[config.mk]
export PLATFORM = sky130hd
export DESIGN_NAME = alu_operand_loader
export DESIGN_NICKNAME = d
export VERILOG_FILES = /design/src/rtl/alu_pkg.sv /design/src/rtl/key_debounce.sv /design/src/rtl/alu_operand_loader.sv
export SDC_FILE = /design/constraint.sdc
export NUM_CORES = 1
export LEC_CHECK = 0
export ABC_AREA = 0
export CAP_MARGIN = 25
export CORE_MARGIN = 2
export CORE_UTILIZATION = 63
export CTS_CLUSTER_DIAMETER = 40
export DETAILED_ROUTE_END_ITERATION = 10
export DONT_BUFFER_PORTS = 1
export PLACE_DENSITY = 0.79
export SLEW_MARGIN = 25
export SYNTH_ARGS = -nofsm -noshare
export SYNTH_HDL_FRONTEND = slang
export SYNTH_SLANG_ARGS = --single-unit
[constraint.sdc]
create_clock -name i_clk -period 3 [get_ports i_clk]
set_clock_uncertainty 0.1 [all_clocks]
set_input_delay 0.15 -clock i_clk [delete_from_list [all_inputs] [get_ports i_clk]]
set_output_delay 0.15 -clock i_clk [all_outputs]
set_load 0.005 [all_outputs]
[src/rtl/alu_pkg.sv]
// Shared definitions for the 8-bit ALU and the operand loader that feeds it.
package alu_pkg;

    localparam int ALU_W  = 8;
    localparam int RES_W  = 16;
    localparam int WAIT_W = 4;    // holds ALU_LATENCY values up to 15

    typedef enum logic [2:0] {
        ST_LOAD_X  = 3'd0,
        ST_LOAD_Y  = 3'd1,
        ST_LOAD_OP = 3'd2,
        ST_RUN     = 3'd3,
        ST_SHOW    = 3'd4
    } state_e;

    localparam logic [2:0] OP_CLR = 3'b000;
    localparam logic [2:0] OP_AND = 3'b001;
    localparam logic [2:0] OP_OR  = 3'b010;
    localparam logic [2:0] OP_XOR = 3'b011;
    localparam logic [2:0] OP_ADD = 3'b100;
    localparam logic [2:0] OP_SHL = 3'b101;
    localparam logic [2:0] OP_SHR = 3'b110;
    localparam logic [2:0] OP_MSB = 3'b111;

endpackage

[src/rtl/key_debounce.sv]
// Push-button conditioner: 2-flop synchronizer, stability counter and a
// one-cycle pulse on each accepted press (release is silent).
module key_debounce #(
    parameter int DEBOUNCE_CYCLES = 500000
) (
    input  logic i_clk,
    input  logic i_rst,
    input  logic i_key,
    output logic o_evt
);

    localparam int CNT_W = (DEBOUNCE_CYCLES > 1) ? $clog2(DEBOUNCE_CYCLES) : 1;

    logic [1:0]       r_sync;
    logic             r_level;
    logic [CNT_W-1:0] r_cnt;
    logic             r_evt;

    // NOTE: non-blocking assignments so every register here samples pre-edge values.
    always_ff @(posedge i_clk or posedge i_rst) begin
        if (i_rst) begin
            r_sync  <= 2'b00;
            r_level <= 1'b0;
            r_cnt   <= '0;
            r_evt   <= 1'b0;
        end else begin
            r_sync <= {r_sync[0], i_key};
            r_evt  <= 1'b0;
            if (r_sync[1] == r_level) begin
                r_cnt <= '0;
            end else if (r_cnt == CNT_W'(DEBOUNCE_CYCLES - 1)) begin
                // Level has differed long enough; only the 0->1 flip is an event.
                r_cnt   <= '0;
                r_level <= r_sync[1];
                r_evt   <= r_sync[1];
            end else begin
                r_cnt <= r_cnt + CNT_W'(1);
            end
        end
    end

    assign o_evt = r_evt;

endmodule

[src/rtl/alu_operand_loader.sv]
// Steps X, Y and S/cin from the switch bank into the ALU, waits out its
// latency and captures the answer with a validity flag.
module alu_operand_loader
    import alu_pkg::*;
#(
    parameter int DEBOUNCE_CYCLES = 500000,
    parameter int ALU_LATENCY     = 1
) (
    input  logic             i_clk,
    input  logic             i_rst,
    input  logic [ALU_W-1:0] i_sw,
    input  logic             i_key_next,
    input  logic             i_key_clr,
    input  logic [RES_W-1:0] i_alu_ans,
    output logic [ALU_W-1:0] o_x,
    output logic [ALU_W-1:0] o_y,
    output logic [2:0]       o_s,
    output logic             o_cin,
    output logic [RES_W-1:0] o_result,
    output logic             o_result_valid,
    output logic [2:0]       o_phase
);

    logic w_next_evt;
    logic w_clr_evt;

    state_e            r_state;
    logic [ALU_W-1:0]  r_x;
    logic [ALU_W-1:0]  r_y;
    logic [2:0]        r_s;
    logic              r_cin;
    logic [RES_W-1:0]  r_result;
    logic              r_result_valid;
    logic [WAIT_W-1:0] r_wait;

    key_debounce #(.DEBOUNCE_CYCLES(DEBOUNCE_CYCLES)) u_next_db (
        .i_clk (i_clk),
        .i_rst (i_rst),
        .i_key (i_key_next),
        .o_evt (w_next_evt)
    );

    key_debounce #(.DEBOUNCE_CYCLES(DEBOUNCE_CYCLES)) u_clr_db (
        .i_clk (i_clk),
        .i_rst (i_rst),
        .i_key (i_key_clr),
        .o_evt (w_clr_evt)
    );

    always_ff @(posedge i_clk or posedge i_rst) begin
        if (i_rst) begin
            r_state        <= ST_LOAD_X;
            r_x            <= '0;
            r_y            <= '0;
            r_s            <= '0;
            r_cin          <= 1'b0;
            r_result       <= '0;
            r_result_valid <= 1'b0;
            r_wait         <= '0;
        end else if (w_clr_evt) begin
            // Clear is tested ahead of the state case so it beats a same-cycle next.
            r_state        <= ST_LOAD_X;
            r_x            <= '0;
            r_y            <= '0;
            r_s            <= '0;
            r_cin          <= 1'b0;
            r_result       <= '0;
            r_result_valid <= 1'b0;
            r_wait         <= '0;
        end else begin
            case (r_state)
                ST_LOAD_X: if (w_next_evt) begin
                    r_x     <= i_sw;
                    r_state <= ST_LOAD_Y;
                end
                ST_LOAD_Y: if (w_next_evt) begin
                    r_y     <= i_sw;
                    r_state <= ST_LOAD_OP;
                end
                ST_LOAD_OP: if (w_next_evt) begin
                    r_s     <= i_sw[2:0];
                    r_cin   <= i_sw[3];
                    r_wait  <= '0;
                    r_state <= ST_RUN;
                end
                ST_RUN: begin
                    // Presses are deliberately ignored until the answer is captured.
                    if (r_wait == WAIT_W'(ALU_LATENCY)) begin
                        r_result       <= i_alu_ans;
                        r_result_valid <= 1'b1;
                        r_state        <= ST_SHOW;
                    end else begin
                        r_wait <= r_wait + WAIT_W'(1);
                    end
                end
                ST_SHOW: if (w_next_evt) begin
                    r_result_valid <= 1'b0;
                    r_state        <= ST_LOAD_X;
                end
                default: r_state <= ST_LOAD_X;
            endcase
        end
    end

    assign o_x            = r_x;
    assign o_y            = r_y;
    assign o_s            = r_s;
    assign o_cin          = r_cin;
    assign o_result       = r_result;
    assign o_result_valid = r_result_valid;
    assign o_phase        = r_state;

endmodule

==> results of run 1 <==
[cells in the mapped netlist, drive strengths merged (3+ instances only)]
| master | n |
|---|---|
| a21oi | 18 |
| xnor2 | 22 |
| nor4 | 9 |
| a22o | 20 |
| inv | 10 |
| buf | 10 |
| nand4 | 9 |
| nand3 | 17 |
| xor2 | 8 |
| or2 | 3 |
| nor3 | 10 |
| dfrtp | 90 |
| nand2 | 34 |
| clkbuf | 3 |
| ha | 4 |
| o21ai | 5 |
| nand3b | 3 |
| or3 | 4 |
| mux2i | 10 |
| or4 | 5 |
| nor2 | 46 |
| nor4bb | 3 |
| nor3b | 3 |
[registers in the layout, summed over array words and instances, names as in the netlist, 2 cells and up]
signal and cells:
o_x 8, u_next_db.r_sync 2, u_clr_db.r_sync 2, o_s 3
o_result 16, u_clr_db.r_cnt 19, o_phase 3, r_wait 4
u_next_db.r_cnt 19, o_y 8
[power by group through the flow]
stage	clock network [uW]	registers (uW)	logic, uW
global route	900	1230	90.2
global placement	0	1250	48.8
finish	837	1230	80.2
detailed placement	0	1250	50.0
floorplan	0	1250	39.4
CTS	852	1230	81.4
[layout make-up]
cell class                 instances  area, um2
sequential                        90       2250
multi-input combinational        260       1710
fill                             434       1690
timing repair buffer              30        293
clock buffer                      10        128
tap                               77       96.3
clock inverter                     6       73.8
inverter                          10       38.8
[cell families after synthesis]
logic type               after synthesis
multiplexers                          12
AO/OA/AOI/OAI                         53
buffers and inverters                 23
adder cells (fa/ha/maj)                4
flip-flops                            90
AND/OR/NAND/NOR                      161
XOR/XNOR                              30
[cell usage in the layout, fill, tap and decap left out, drive strengths merged, types with 4 or more instances in the layout]
| cell type | n |
|---|---|
| dfrtp | 90 |
| nand3 | 17 |
| a22o | 20 |
| nor4 | 9 |
| nand4 | 9 |
| nor2 | 46 |
| clkbuf | 10 |
| dlygate4sd3 | 27 |
| nand2 | 34 |
| or4 | 5 |
| or3 | 4 |
| nor3 | 10 |
| clkinv | 4 |
| xor2 | 8 |
| ha | 4 |
| o21ai | 5 |
| mux2i | 10 |
| xnor2 | 22 |
| inv | 11 |
| a21oi | 18 |
[worst max path at each step]
stage | endpoint | depth (start not counted) | slack (ns)
floorplan | o_cin | 1 | 0.41
global placement | o_result[4] | 5 | 0.72
detailed placement | o_result[7] | 5 | 0.64
CTS | o_result[11] | 5 | 0.61
global route | u_clr_db.r_cnt[11] | 4 | 0.57
finish | u_clr_db.r_cnt[8] | 4 | 0.79
[critical path: stages, from the launching register on]
cell and delay [ns]:
dfrtp_1 0.40, ha_1 0.25, nand4_2 0.31, o41ai_4 0.90, nor2_1 0.11
[through the flow]
step / cells / hold WS, ns / util / worst slack (ns) / cell area, um2
2_1_floorplan: 373 / 0.0814 / - / 0.415 / 4050
3_3_place_gp: 440 / 0.0815 / 0.655 / 0.716 / 4110
3_5_place_dp: 440 / 0.0815 / 0.656 / 0.637 / 4120
4_1_cts: 483 / 0.237 / 0.731 / 0.612 / 4590
5_1_grt: 483 / 0.232 / 0.731 / 0.565 / 4590
6_report: 483 / 0.252 / 0.731 / 0.789 / 4590
[layer usage]
| layer | vias to the layer above | track usage | share of wire |
|---|---|---|---|
| met5 | - | 0 | 0 |
| li1 | 1380 | - | - |
| met3 | 19 | 0.0531 | 0.050 |
| met1 | 1418 | 0.322 | 0.45 |
| met4 | 0 | 0.0865 | 0.022 |
| met2 | 99 | 0.369 | 0.48 |
==> results.yml, run 1 <==
outcome:
  outcome: "finished, final reports clean"
power_and_ir_drop:
  ir_drop_mv: 0.323
  powerDensity_nw_per_um2: 468
  power.total_uw: 2150
  swShare: 0.230
  p_clk_frac: 0.390
  intPower_uw: 1650
  power_frac_comb: 0.037
  leakagePower_uw: 0.00196
  p_sw_uw: 495
  power.share.sequential: 0.573
timing:
  timing_worst_slew_pin_value_ns: 0.903
  fmax_mhz: 452
  hold_viol_final: 0
  slew_headroom: 0.396
  rsz0062_at_grt: "false"
  setup_viol: 0
  period_needed_ns: 2.21
  finalSetupTns_ns: 0
  finalCritPeriodShare: 0.737
  slew_violations: 0
setup_path:
  critPathLaunch: "u_clr_db.r_cnt[0]"
  crit_type: "reg -> reg"
  timing.rr.start: "u_clr_db.r_cnt[0]"
  critPathRequiredTime_ns: 3.10
  crit_arrival_ns: 2.31
  r2r_setup_slack_ns: 0.79
  worst_setup_path_start_kind: "register"
  reg2reg_depth: 4
  cp-end-kind: "register"
  reg2reg_to: "u_clr_db.r_cnt[8]"
  path_max_fanout: 17
cells_and_area:
  drive_gt1_frac: 0.0911
  nNetsFinal: 433
  num_antenna_cells: 0
  area_growth_pct: 13.2
synthesis:
  synth-xor-area-share: 0.0648
  ys.warnings.count: 0
  ys_ff_latch: 90
  synth_top_area_share: 0.556
  synthTopCellsByArea: "dfrtp_1 56%, xnor2_1 4.8%, a22o_1 4.3%, nor2_1 4.3%, nand2_1 3.1%"
  synth-async-reset-ratio: 1.00
  synthesis.area_um2: 4050
  syn_nets: 405
  ys.flop_type: "dfrtp_1"
  synth_top_family_by_area: "simple AND/OR/NAND/NOR gates"
  synth.yosys.seq_area_share: 0.556
  synth_edf_count: 0
  avgSynthCellArea_um2: 10.9
  synth.distinct_cells: 49
  synth_compound_area_frac: 0.0972
  netlist.top_cell.by_area: "dfrtp_1"
  synth.area.mux_share: 0.0312
  synth-simple-area-share: 0.213
  synth_cells: 373
  yosys.area_share.adder: 0.0123
drt:
  drcViolationCount: 0
  ant_nets: 0
  via_per_inst: 6.04
  drt_first_iter_violations: 172
  routed_wl_um: 8130
  dr.pass1.iters: 4
  avgRoutedWirePerCell_um: 16.8
  vias: 2916
clock_network:
  cts_hold_buf: 27
  cts_setup_buffers: 0
  clockBufferDepth: 2
  root_buffer: "clkbuf_8"
  ctsResizeCount: 0
  clkTransAtPathRegs_ns: 0.09
  clk_latency_ns: 0.35
  cts_tree: "done"
  cts.sinks: 90
  htree_levels: 3
  cts_buffers: 9
global_route:
  grt_pass1_vias: 2790
  overflow: 0
  grt_usage: 0.234
  grt_pass1_wl_um: 13400
  grt_antenna_before_repair: 0
  grt_max_degree: 48
worst_hold_path:
  whs_path_depth: 1
  hp-start: "i_key_next"
  whs_endpoint: "u_next_db.r_sync[0]"
  hp-class: "in -> reg"
die:
  die_area_um2: 7090
  pin_count: 68
  die_height_um: 84.2
  core_area_um2: 6280
  die_w_um: 84.2
  rows: 29
  initial_utilization: 0.646
placed_design:
  gp_congestion: 0.803
  portBuffers: 0
  hpwlAfterDp_um: 5200
run:
  drv_cap: 0
Power figures use the tool's default switching activity.
==> run 2: changes to the inputs <==
clock period = 2.3 ns   (was 3 ns; I/O delays follow)
==> run 2 against run 1 <==
Net effect:
- total power rose by 26%
- wire length rose by 6.3%
- clock power rose by 17%
- combinational power rose by 38%
- first-iteration DRC count fell by 17%
- clock-buffer cell count did not move
- via count rose by 2.9%
- critical path type unchanged
- sequential cell count did not move
- core utilization rose by 0.88 points
- non-clock buffer count rose by 9
- critical path depth rose by 1
- worst hold slack got worse by 0.084 ns
==> results.yml, run 2 (synthesis results as in run 1) <==
placed_design:
  dpl_cell_area_um2: 4200
  hpwlAfterDp_um: 5490
  gp_congestion: 0.877
  portBuffers: 0
setup_path:
  reg2reg_depth: 5
  worst_setup_path_start_kind: "register"
  critPathBufInv: 0
  path_max_fanout: 5
  cp-end-kind: "register"
  timing.rr.start: "u_next_db.r_cnt[0]"
  crit_type: "reg -> reg"
  r2r_setup_slack_ns: 0.15
  path_cells: "ha_1 > nand4_1 > or4_4 > or3_1 > a21oi_1"
  cp_slowest_cell: "or4_4"
  slowest_delay_ns: 0.60
  reg2reg_to: "u_next_db.r_cnt[18]"
  crit_arrival_ns: 2.33
  cpLargestDelayFamily: "simple AND/OR/NAND/NOR gates"
  critPathRequiredTime_ns: 2.48
global_route:
  grt_max_degree: 43
  grt_antenna_before_repair: 0
  overflow: 0
  grt_pass1_wl_um: 14600
  grt_pass1_vias: 2970
  grt_usage: 0.260
timing:
  slew_violations: 0
  rsz0062_at_grt: "false"
  setup_viol: 0
  slew_headroom: 0.487
  timing_worst_slew_pin_value_ns: 0.770
  finalCritPeriodShare: 0.935
  fmax_mhz: 465
  hold_viol_final: 0
  finalSetupTns_ns: 0
  period_needed_ns: 2.15
power_and_ir_drop:
  leakagePower_uw: 0.00198
  powerDensity_nw_per_um2: 581
  ir_drop_mv: 0.489
cells_and_area:
  area_growth_pct: 14.6
  final_common_cell: "dfrtp_1"
  nNetsFinal: 442
  drive_gt1_frac: 0.109
  num_antenna_cells: 0
  fillers: 425
  final_area_um2: 4640
  final_cell_mix: "90 x dfrtp_1, 46 x nor2_1, 34 x nand2_1"
drt:
  drt_first_iter_violations: 142
  drcViolationCount: 0
  routed_wl_um: 8640
  avgRoutedWirePerCell_um: 17.6
  vias: 3002
  ant_nets: 0
  via_per_inst: 6.11
  dr.pass1.iters: 4
clock_network:
  htree_levels: 3
  clk_latency_ns: 0.36
  cts.sinks: 90
  cts_setup_buffers: 0
  clockBufferDepth: 2
  clkTransAtPathRegs_ns: 0.09
  root_buffer: "clkbuf_8"
  cts_tree: "done"
  cts_buffers: 9
run:
  drv_cap: 0
die:
  die_area_um2: 7090
  core_area_um2: 6280
  die_height_um: 84.2
  rows: 29
  initial_utilization: 0.646
  pin_count: 68
  die_w_um: 84.2
worst_hold_path:
  hp-class: "in -> async"
outcome:
  outcome: "finished, final reports clean"
## run 2: changes by cell type in the layout (fill, tap and decap cells not counted), sizes merged
| cell | before | now |
|---|---|---|
| buf | 3 | 12 |
| bufinv | 1 | 0 |
| clkinv | 4 | 0 |
| clkinvlp | 0 | 5 |
| inv | 11 | 10 |
## run 2: layout make-up
cell class / count / area, um2 / area share
Timing Repair Buffer: 39 / 373 / 0.0803
Inverter: 10 / 41.3 / 0.00889
Clock inverter: 5 / 38.8 / 0.00835
Tap cell: 77 / 96.3 / 0.0207
Clock buffer: 10 / 138 / 0.0296
Sequential cell: 90 / 2250 / 0.485
Multi-Input combinational cell: 260 / 1710 / 0.367
## run 2: how the worst max path moves through the flow
stage	from	end	slack, ns	depth (start not counted)
after CTS	u_next_db.r_cnt[0]	u_next_db.r_cnt[18]	0.16	5
after global routing	u_next_db.r_cnt[0]	u_next_db.r_cnt[18]	0.007	5
after floorplan	u_next_db.r_cnt[0]	u_next_db.r_cnt[18]	0.37	5
after detailed placement	u_next_db.r_cnt[0]	u_next_db.r_cnt[18]	0.18	5
after global placement	r_wait[0]	o_result_valid	0.20	4
final	u_next_db.r_cnt[0]	u_next_db.r_cnt[18]	0.15	5
## run 2: stage by stage
| stage | instances | util | power (uW) | setup slack, ns | hold WS (ns) |
|---|---|---|---|---|---|
| finish | 491 | 0.740 | 2700 | 0.150 | 0.168 |
| global route | 491 | 0.740 | 2800 | 0.00736 | 0.205 |
| CTS | 491 | 0.740 | 2720 | 0.160 | 0.186 |
| detailed placement | 449 | 0.669 | 1710 | 0.180 | -0.0311 |
| global placement | 449 | 0.668 | 1710 | 0.202 | -0.0334 |
| floorplan | 373 | - | 1690 | 0.372 | 0.0464 |
## run 2: worst register-to-register path: stages (launching register included)
cell	delay, ns
dfrtp_1	0.41
ha_1	0.25
nand4_1	0.23
or4_4	0.60
or3_1	0.32
a21oi_1	0.16
## run 2: where the power goes
part / switching, uW / leakage (uW) / total, uW / internal, uW
Combinational: 60.4 / 0.000703 / 111 / 51.0
Clock: 562 / 0.0000770 / 981 / 419
Sequential: 13.1 / 0.00120 / 1610 / 1590
Total: 635 / 0.00198 / 2700 / 2060
## run 2: timing repair
action,4_1_cts,5_1_grt
endpoints found under the hold margin,102,0
resized for setup,0,0
setup endpoints to repair,0,0
hold buffers,27,0
## run 2: layer usage
metal  vias to the layer above  global-route usage  share of wire
li1                       1391                   -              -
met1                      1504               0.344           0.43
met2                        92               0.431           0.51
met3                        15              0.0433          0.045
met4                         0               0.109          0.016
met5                         -                   0              0
==> run 3: changes to the inputs <==
RECOVER_POWER = 100   (was unset)
==> run 3 against run 2 <==
Net effect:
- register-to-register slack got worse by 0.04 ns
- die area is the same
- first-iteration DRC count up 1.4%
- via count fell by 0.67%
- sequential power barely moved
- core utilization down 1.3 points
- largest power group unchanged
==> results.yml, run 3 (synthesis results as in run 1) <==
die:
  die_w_um: 84.2
  die_area_um2: 7090
  rows: 29
  initial_utilization: 0.646
  die_height_um: 84.2
  core_area_um2: 6280
  pin_count: 68
clock_network:
  cts.sinks: 90
  cts_setup_buffers: 0
  clk_latency_ns: 0.36
  clockBufferDepth: 2
  root_buffer: "clkbuf_8"
  cts_tree: "done"
  cts_buffers: 9
  clkTransAtPathRegs_ns: 0.09
  cts_hold_buf: 27
  ctsResizeCount: 0
  htree_levels: 3
global_route:
  overflow: 0
  grt_pass1_wl_um: 14600
  grt_pass1_vias: 2970
  grt_usage: 0.260
  grt_antenna_before_repair: 0
  grt_max_degree: 43
cells_and_area:
  area_growth_pct: 12.5
  final_cell_mix: "90 x dfrtp_1, 46 x nor2_1, 34 x nand2_1"
  num_antenna_cells: 0
  final_area_um2: 4560
  final_common_cell: "dfrtp_1"
  drive_gt1_frac: 0.0845
  nNetsFinal: 442
setup_path:
  r2r_setup_slack_ns: 0.11
  worst_setup_path_start_kind: "register"
  crit_type: "reg -> reg"
  crit_arrival_ns: 2.32
  path_max_fanout: 17
  critPathRequiredTime_ns: 2.43
  reg2reg_depth: 4
  cp-end-kind: "register"
timing:
  finalSetupTns_ns: 0
  slew_headroom: 0.282
  timing_worst_slew_pin_value_ns: 1.07
  hold_viol_final: 0
  slew_violations: 0
  fmax_mhz: 458
  finalCritPeriodShare: 0.950
  setup_viol: 0
  period_needed_ns: 2.19
  rsz0062_at_grt: "false"
outcome:
  outcome: "finished, final reports clean"
power_and_ir_drop:
  powerDensity_nw_per_um2: 590
  ir_drop_mv: 0.488
  leakagePower_uw: 0.00193
drt:
  drt_first_iter_violations: 144
  vias: 2982
  drcViolationCount: 0
  routed_wl_um: 8640
  dr.pass1.iters: 4
  ant_nets: 0
  avgRoutedWirePerCell_um: 17.6
  via_per_inst: 6.07
placed_design:
  dpl_cell_area_um2: 4200
  gp_congestion: 0.877
  hpwlAfterDp_um: 5490
  portBuffers: 0
worst_hold_path:
  whs_path_depth: 1
  hp-class: "in -> reg"
run:
  drv_cap: 0
-- run 3: changes by cell type in the layout (fill, tap and decap cells not counted), sizes merged --
cell    before  now
clkbuf      10   18
buf         12    4
-- run 3: power by group --
group          internal, uW  switching [uW]  total (uW)  leakage, uW
sequential             1590            13.0        1610      0.00120
clock                   419             563         983    0.0000770
combinational          45.0            59.1         104     0.000651
total                  2060             636        2690      0.00193
-- run 3: stage by stage --
step	setup slack [ns]	total power, uW	util	instances	hold WS, ns
3_3_place_gp	0.202	1710	0.668	449	-0.0334
6_report	0.115	2690	0.727	491	0.209
3_5_place_dp	0.180	1710	0.669	449	-0.0311
5_1_grt	0.00736	2790	0.727	491	0.205
2_1_floorplan	0.372	1690	-	373	0.0464
4_1_cts	0.160	2720	0.740	491	0.186
-- run 3: layer usage --
metal | track usage | share of wire | vias to the layer above
met5 | 0 | 0 | -
met4 | 0.109 | 0.016 | 0
met3 | 0.0433 | 0.041 | 15
met2 | 0.431 | 0.51 | 76
met1 | 0.344 | 0.43 | 1498
li1 | - | - | 1393
-- run 3: area by class of cell --
type / instances / area, um2
Clock buffer: 10 / 138
Clock inverter: 5 / 38.8
Fill cell: 438 / 1720
Inverter: 10 / 38.8
Multi-Input combinational cell: 260 / 1670
Sequential cell: 90 / 2250
Tap cell: 77 / 96.3
Timing Repair Buffer: 39 / 332
-- run 3: worst paths after layout --
check,startpoint,to
max,u_next_db.r_cnt[14],u_next_db.r_cnt[15]
min,i_key_next,u_next_db.r_sync[0]
max reg2reg,u_next_db.r_cnt[14],u_next_db.r_cnt[15]
min reg2reg,u_next_db.r_sync[0],u_next_db.r_sync[1]
max in group asynchronous,i_rst,u_next_db.r_cnt[0]
min in group asynchronous,i_rst,u_next_db.r_cnt[11]
-- run 3: critical path, stage by stage (launching register included) --
cell     delay (ns)
dfrtp_1        0.43
or4_1          0.54
nor4b_1        0.43
a31o_2         0.45
a21oi_1        0.10
